==> config.mk <==
export PLATFORM = sky130hd
export DESIGN_NAME = store_queue
export DESIGN_NICKNAME = d
export VERILOG_FILES = /design/src/rtl/store_queue.sv
export SDC_FILE = /design/constraint.sdc
export NUM_CORES = 1
export LEC_CHECK = 0
export ABC_AREA = 1
export ABC_CLOCK_PERIOD_IN_PS = 4200
export CAP_MARGIN = 20
export CORE_ASPECT_RATIO = 1.1
export CORE_UTILIZATION = 60
export DETAILED_ROUTE_END_ITERATION = 12
export GPL_TIMING_DRIVEN = 1
export PLACE_DENSITY = 0.95
export SLEW_MARGIN = 20
export SYNTH_ARGS = -nofsm -noshare
export SYNTH_HDL_FRONTEND = slang
export SYNTH_SLANG_ARGS = --single-unit
==> constraint.sdc <==
create_clock -name clock -period 4.2 [get_ports clock]
set_clock_uncertainty 0.1 [all_clocks]
set_input_delay 1.05 -clock clock [delete_from_list [all_inputs] [get_ports clock]]
set_output_delay 1.05 -clock clock [all_outputs]
set_load 0.05 [all_outputs]
==> src/rtl/store_queue.sv <==
// store_queue: store-side data-memory write path.
// Each store is aligned into byte lanes and held in an in-order queue.
// The queue drains to data memory over a valid/ready port.
// Loads probe the pending entries for overlap so that the hazard unit can stall them.
// Optional macro STORE_FORWARD_EN: a load that is fully covered by the youngest
// overlapping entry takes that entry's word instead of stalling.
module store_queue #(
  parameter int DEPTH = 4
) (
  input  logic                   clock,
  input  logic                   reset_n,
  input  logic                   st_valid,
  output logic                   st_ready,
  input  logic [2:0]             store_type,
  input  logic [31:0]            st_addr,
  input  logic [31:0]            st_data,
  output logic                   mem_req_valid,
  input  logic                   mem_req_ready,
  output logic [31:0]            mem_req_addr,
  output logic [31:0]            mem_req_wdata,
  output logic [3:0]             mem_req_be,
  input  logic                   ld_check,
  input  logic [31:0]            ld_addr,
  input  logic [2:0]             ld_type,
  output logic                   ld_conflict,
  output logic                   fwd_hit,
  output logic [31:0]            fwd_data,
  output logic                   misaligned,
  output logic [$clog2(DEPTH):0] count,
  output logic                   empty
);
  localparam int PW = $clog2(DEPTH);
  localparam int CW = PW + 1;
  localparam logic [CW-1:0] FULL = CW'(DEPTH);

  // The byte-lane mask is built from the access size (funct3[1:0]) and the byte offset.
  function automatic logic [3:0] lane_mask(input logic [1:0] size, input logic [1:0] off);
    case (size)
      2'b00:   lane_mask = 4'b0001 << off;
      2'b01:   lane_mask = off[1] ? 4'b1100 : 4'b0011;
      default: lane_mask = 4'b1111;
    endcase
  endfunction

  // Queue storage: word address, lane-aligned data, byte enables, occupancy
  logic [29:0]      ent_addr_q [DEPTH];
  logic [29:0]      ent_addr_d [DEPTH];
  logic [31:0]      ent_data_q [DEPTH];
  logic [31:0]      ent_data_d [DEPTH];
  logic [3:0]       ent_be_q   [DEPTH];
  logic [3:0]       ent_be_d   [DEPTH];
  logic [DEPTH-1:0] ent_valid_q, ent_valid_d;
  logic [PW-1:0]    head_q, head_d, tail_q, tail_d;
  logic [CW-1:0]    count_q, count_d;
  logic             misaligned_q, misaligned_d;

  logic [31:0] st_wdata;
  logic [3:0]  st_be;
  logic        st_illegal;
  logic        st_fire, push, pop;

  // Store alignment and legality check
  always_comb begin
    st_wdata   = st_data;
    st_be      = lane_mask(store_type[1:0], st_addr[1:0]);
    st_illegal = 1'b0;
    case (store_type)
      3'b000: st_wdata = {4{st_data[7:0]}};
      3'b001: begin
        st_wdata   = {2{st_data[15:0]}};
        st_illegal = st_addr[0];
      end
      3'b010: st_illegal = |st_addr[1:0];
      default: st_illegal = 1'b1;
    endcase
  end

  // A full queue refuses stores even when it pops in the same cycle.
  assign st_ready      = (count_q != FULL);
  assign st_fire       = st_valid & st_ready;
  assign push          = st_fire & ~st_illegal;
  assign mem_req_valid = (count_q != '0);
  assign pop           = mem_req_valid & mem_req_ready;

  // Next-state logic for the queue: pop at the head, push at the tail.
  always_comb begin
    ent_addr_d   = ent_addr_q;
    ent_data_d   = ent_data_q;
    ent_be_d     = ent_be_q;
    ent_valid_d  = ent_valid_q;
    head_d       = head_q;
    tail_d       = tail_q;
    count_d      = count_q;
    misaligned_d = st_fire & st_illegal;
    if (pop) begin
      ent_valid_d[head_q] = 1'b0;
      head_d              = head_q + PW'(1);
    end
    if (push) begin
      ent_addr_d[tail_q]  = st_addr[31:2];
      ent_data_d[tail_q]  = st_wdata;
      ent_be_d[tail_q]    = st_be;
      ent_valid_d[tail_q] = 1'b1;
      tail_d              = tail_q + PW'(1);
    end
    case ({push, pop})
      2'b10:   count_d = count_q + CW'(1);
      2'b01:   count_d = count_q - CW'(1);
      default: count_d = count_q;
    endcase
  end

  // Queue state registers. Reset discards all entries immediately.
  always_ff @(posedge clock or negedge reset_n) begin
    if (!reset_n) begin
      for (int i = 0; i < DEPTH; i++) begin
        ent_addr_q[i] <= '0;
        ent_data_q[i] <= '0;
        ent_be_q[i]   <= '0;
      end
      ent_valid_q  <= '0;
      head_q       <= '0;
      tail_q       <= '0;
      count_q      <= '0;
      misaligned_q <= 1'b0;
    end else begin
      ent_addr_q   <= ent_addr_d;
      ent_data_q   <= ent_data_d;
      ent_be_q     <= ent_be_d;
      ent_valid_q  <= ent_valid_d;
      head_q       <= head_d;
      tail_q       <= tail_d;
      count_q      <= count_d;
      misaligned_q <= misaligned_d;
    end
  end

  // The memory port is driven straight from the registered head entry, and is zero while empty.
  assign mem_req_addr  = mem_req_valid ? {ent_addr_q[head_q], 2'b00} : '0;
  assign mem_req_wdata = mem_req_valid ? ent_data_q[head_q] : '0;
  assign mem_req_be    = mem_req_valid ? ent_be_q[head_q] : '0;
  assign misaligned    = misaligned_q;
  assign count         = count_q;
  assign empty         = (count_q == '0);

  // Load probe: a per-entry overlap on the same word with at least one shared byte lane
  logic [3:0]       ld_mask;
  logic [DEPTH-1:0] overlap;
  assign ld_mask = lane_mask(ld_type[1:0], ld_addr[1:0]);

  for (genvar gi = 0; gi < DEPTH; gi++) begin : g_probe
    assign overlap[gi] = ent_valid_q[gi] && (ent_addr_q[gi] == ld_addr[31:2]) &&
                         (|(ent_be_q[gi] & ld_mask));
  end

  // Sign-extension bit of the load funct3 has no bearing on overlap
  logic unused_ld_type;
  assign unused_ld_type = ld_type[2];

`ifdef STORE_FORWARD_EN
  logic [PW-1:0] young_idx;
  logic          young_found;
  logic          full_cover;

  // Scan from oldest to youngest so the last overlapping entry found is the youngest.
  always_comb begin
    logic [PW-1:0] idx;
    young_idx   = '0;
    young_found = 1'b0;
    idx         = '0;
    for (int i = 0; i < DEPTH; i++) begin
      idx = head_q + PW'(i);
      if (overlap[idx]) begin
        young_idx   = idx;
        young_found = 1'b1;
      end
    end
  end

  assign full_cover  = ((ent_be_q[young_idx] & ld_mask) == ld_mask);
  assign fwd_hit     = ld_check & young_found & full_cover;
  assign ld_conflict = ld_check & young_found & ~full_cover;
  assign fwd_data    = fwd_hit ? ent_data_q[young_idx] : '0;
`else
  assign ld_conflict = ld_check & (|overlap);
  assign fwd_hit     = 1'b0;
  assign fwd_data    = '0;
`endif

endmodule

==> results by stage <==
Routing:
- The detailed router finished its first iteration with 1886 violations.
- The number of optimization iterations in the first detailed-route pass is 7.
- The routed length per placed instance is 19.0 µm.
- For this run, design rule violations remaining after detail routing come to 0.
- The number of vias after detailed routing is approximately 15000.
- Summed over all layers, the routed wires come to roughly 50 mm.
- In the routed layout, each cell is associated on average with a via count of roughly 6.
- The residual antenna-violating net count after detailed routing is 0.

Timing:
- The worst max-slew margin expressed relative to the limit is 0.432.
- The post-layout minimum cycle time is a little over 4000 ps.
- For the pin with the worst max-slew slack, the measured transition is about 850 ps.
- The setup TNS after final layout is 0 ps.
- The worst slack on hold paths is around 350 ps.
- The number of endpoints with negative hold slack in the final report came to 0.
- The final count of pins violating max slew is 0.
- The post-layout worst setup margin is just over 80 ps.
- For this run, the top clock speed supported by timing is 243 MHz.
- The ratio of final minimum period to clock period is 0.981.
- The total of endpoints with negative setup slack in the final report is 0.
- Setup repair after global routing left no endpoint under its margin.

Logic synthesis:
- The flip-flop cell with the highest count after synthesis is dfrtp_1.
- The netlist area before placement is 15300 µm².
- The combinational family with the most area after synthesis is simple AND/OR/NAND/NOR gates.
- The post-synthesis compound-gate area fraction is 0.191.
- A synthesized cell averages between 7 and 8 µm².
- After synthesis, the share of flip-flops with an asynchronous set or reset is 1.00.
- Counting flops with a built-in enable in the synthesized netlist gives 0.
- The number of distinct library cells after synthesis is 30.
- The proportion of synthesized area in mux cells is 0.
- The synthesized design contains 276 register bits.
- The number of standard cells after synthesis is roughly 2100.
- The post-synthesis simple-gate area fraction is 0.210.
- Of the synthesized area, sequential elements account for 0.452.
- The post-synthesis xor/xnor area fraction is 0.0218.
- The arithmetic-cell share of the synthesized area counting full adders, half adders and majority gates is 0.00867.
- The Yosys step of the flow raised 0 warnings.

GRT:
- The initial antenna violation count is 1.
- The overall fraction of global-route tracks in use is 0.379.
- The global-route wire length before repair is ~77 mm.
- The number of global-route vias before repair was roughly 15000.
- The overall overflow remaining after global route is 0.
- The maximum number of pins on one net before global-route repair is around 130.

Power:
- VDD sags by at most 0.856 mV.
- For this design the static power due to leakage is 9.10 nW.
- The completed layout was analyzed and its total power is 17.7 mW.
- For this design the ratio of total power to cell area is approximately 960 nW/µm².

Final layout:
- In the final layout, the share of cells above drive strength 1 is 0.0781.
- The number of fillers in the final layout is ~1700.
- The combined area of the multi-input logic cells is between 6000 and 7000 µm².
- In the final design database the tool counted 2336 nets.
- Relative to the synthesized area, the layout overhead comes to 20.1%.
- The register cell area after layout is just under 7000 µm².

Clock network:
- In this run the number of H-tree levels came out at 1.
- The clock transition at the registers of the reported paths is around 70 ps.
- The total clock buffers created by CTS is 28.
- TritonCTS built the clock tree.
- The clock passes through at most 3 buffers.
- The clock network latency to the later pin of the worst-skew pair is around 560 ps.
- The count of cells resized by post-cts repair is 0.
- The number of post-CTS setup repair buffers is 0.
- Counting every sink on the clock net gives between 200 and 300.
- The clock tree root driver cell is clkbuf_16.
- The number of hold buffers added after CTS was 0.

Setup path:
- The setup slack of the worst register-to-register path is 1430 ps.
- The logic depth of the worst register-to-register path is 11.
- The type of element capturing the critical path is a primary output.
- The path type of the worst setup path is in -> out.
- The startpoint identified for the worst register-to-register timing path is count[0]$_DFFE_PN0P_.
- The biggest fanout along the worst timing path is 5.
- The worst setup path is launched from an input pin.
- The arrival time of data at the critical path endpoint is a little under 3000 ps.
- The worst reg2reg path endpoint is count[1]$_DFFE_PN0P_.
- The worst path required time is 3050 ps.

Placed design:
- The detailed placer's ending HPWL is about 32 mm.
- Routability-driven placement finished with a final weighted congestion of between 1 and 1.5.
- The total of buffers placed on input and output ports is around 180.
- The minimum setup slack after placement is about 110 ps.

Floorplanning:
- The floorplan has 60 rows.
- The starting utilization of the core area is 0.617.
- The floorplan step defined a core boundary enclosing ~25000 µm².
- The width of the die is between 150 and 200 µm.
- The height of the die is 169 µm.
- In this run the count of I/O pins placed on the die edge is between 200 and 250.
- The floorplan step defined a die boundary enclosing 26100 µm².

Run:
- The number of violations of the max-capacitance limit is 0.

Worst hold path:
- The class of the worst hold path is in -> async.

Run status:
- The run finished with clean final reports.
## sequential cells by signal, indices dropped and copies added, names as in the netlist
name,flops
misaligned,1
ent_data_q,128
ent_valid_q,4
count,3
ent_be_q,16
ent_addr_q,120
head_q,2
tail_q,2
## metal layers
layer / GRT usage / wire [µm]
met1: 0.462 / 17300
met2: 0.643 / 23400
met3: 0.0562 / 5040
met4: 0.221 / 2900
met5: 0 / 0
## layout make-up
class / instances / area share
Tap cell: 310 / 0.0211
Antenna cell: 1 / 0.000136
Multi-Input combinational cell: 1477 / 0.367
Inverter: 222 / 0.0454
Clock inverter: 16 / 0.0117
Clock buffer: 36 / 0.0431
Sequential cell: 276 / 0.376
Timing Repair Buffer: 214 / 0.135
## synthesized netlist by cell type, drive strengths merged (3+ instances only)
library cell / instances / area (µm²)
nand2: 593 / 2260
o21ai: 428 / 2200
dfrtp: 276 / 6910
inv: 221 / 830
nor2: 210 / 807
a21oi: 124 / 621
buf: 79 / 678
clkbuf: 70 / 263
xnor2: 32 / 280
nand4: 17 / 106
o211ai: 10 / 75.1
ha: 9 / 113
nand3: 7 / 35.0
xor2: 6 / 52.6
a21boi: 3 / 22.5
## how the worst max path moves through the flow
stage	from	end	slack [ps]	cells past startpoint
after floorplan	ld_addr[10]	ld_conflict	560	13
after global placement	ld_addr[8]	ld_conflict	140	12
after detailed placement	ld_addr[8]	ld_conflict	110	12
after CTS	ld_addr[8]	ld_conflict	120	12
after global routing	ld_addr[24]	ld_conflict	2	12
final	ld_addr[13]	ld_conflict	80	10
## metrics by stage
step / util / std cells / instance area [µm²]
2_1_floorplan: - / 2124 / 15400
3_5_place_dp: 0.700 / 2499 / 17300
3_3_place_gp: 0.700 / 2499 / 17300
4_1_cts: 0.741 / 2551 / 18400
5_1_grt: 0.741 / 2551 / 18400
6_report: 0.742 / 2552 / 18400
## power by group
part | switching, mW | internal [mW]
combinational | 6.24 | 3.59
sequential | 1.18 | 3.92
clock | 1.09 | 1.64
## layout by cell type (no fill, tap or decap), drive strengths merged, types with 10 or more instances in the layout
| cell type | count |
|---|---|
| a21oi | 124 |
| o21ai | 428 |
| nand2 | 593 |
| xnor2 | 32 |
| inv | 223 |
| clkbuf | 36 |
| buf | 97 |
| nor2 | 210 |
| o211ai | 10 |
| nand4 | 17 |
| clkdlybuf4s50 | 112 |
| dfrtp | 276 |
| conb | 35 |
## logic make-up after synthesis
kind of cell | count (synthesis)
simple gates | 828
fa+ha+maj | 10
buf+inv | 371
other cells | 1
flops | 276
compound gates | 566
xor+xnor | 38
## worst max-delay path, stage by stage
cell and delay, ps:
clkdlybuf4s50_1 610, xor2_1 400, nor2_1 140, nand2_1 100
nor2_1 50, nand3_1 80, nand2_1 50, nor2_1 220
nor2_1 110, buf_12 160
Note: power is estimated with default switching activity, not from simulation.
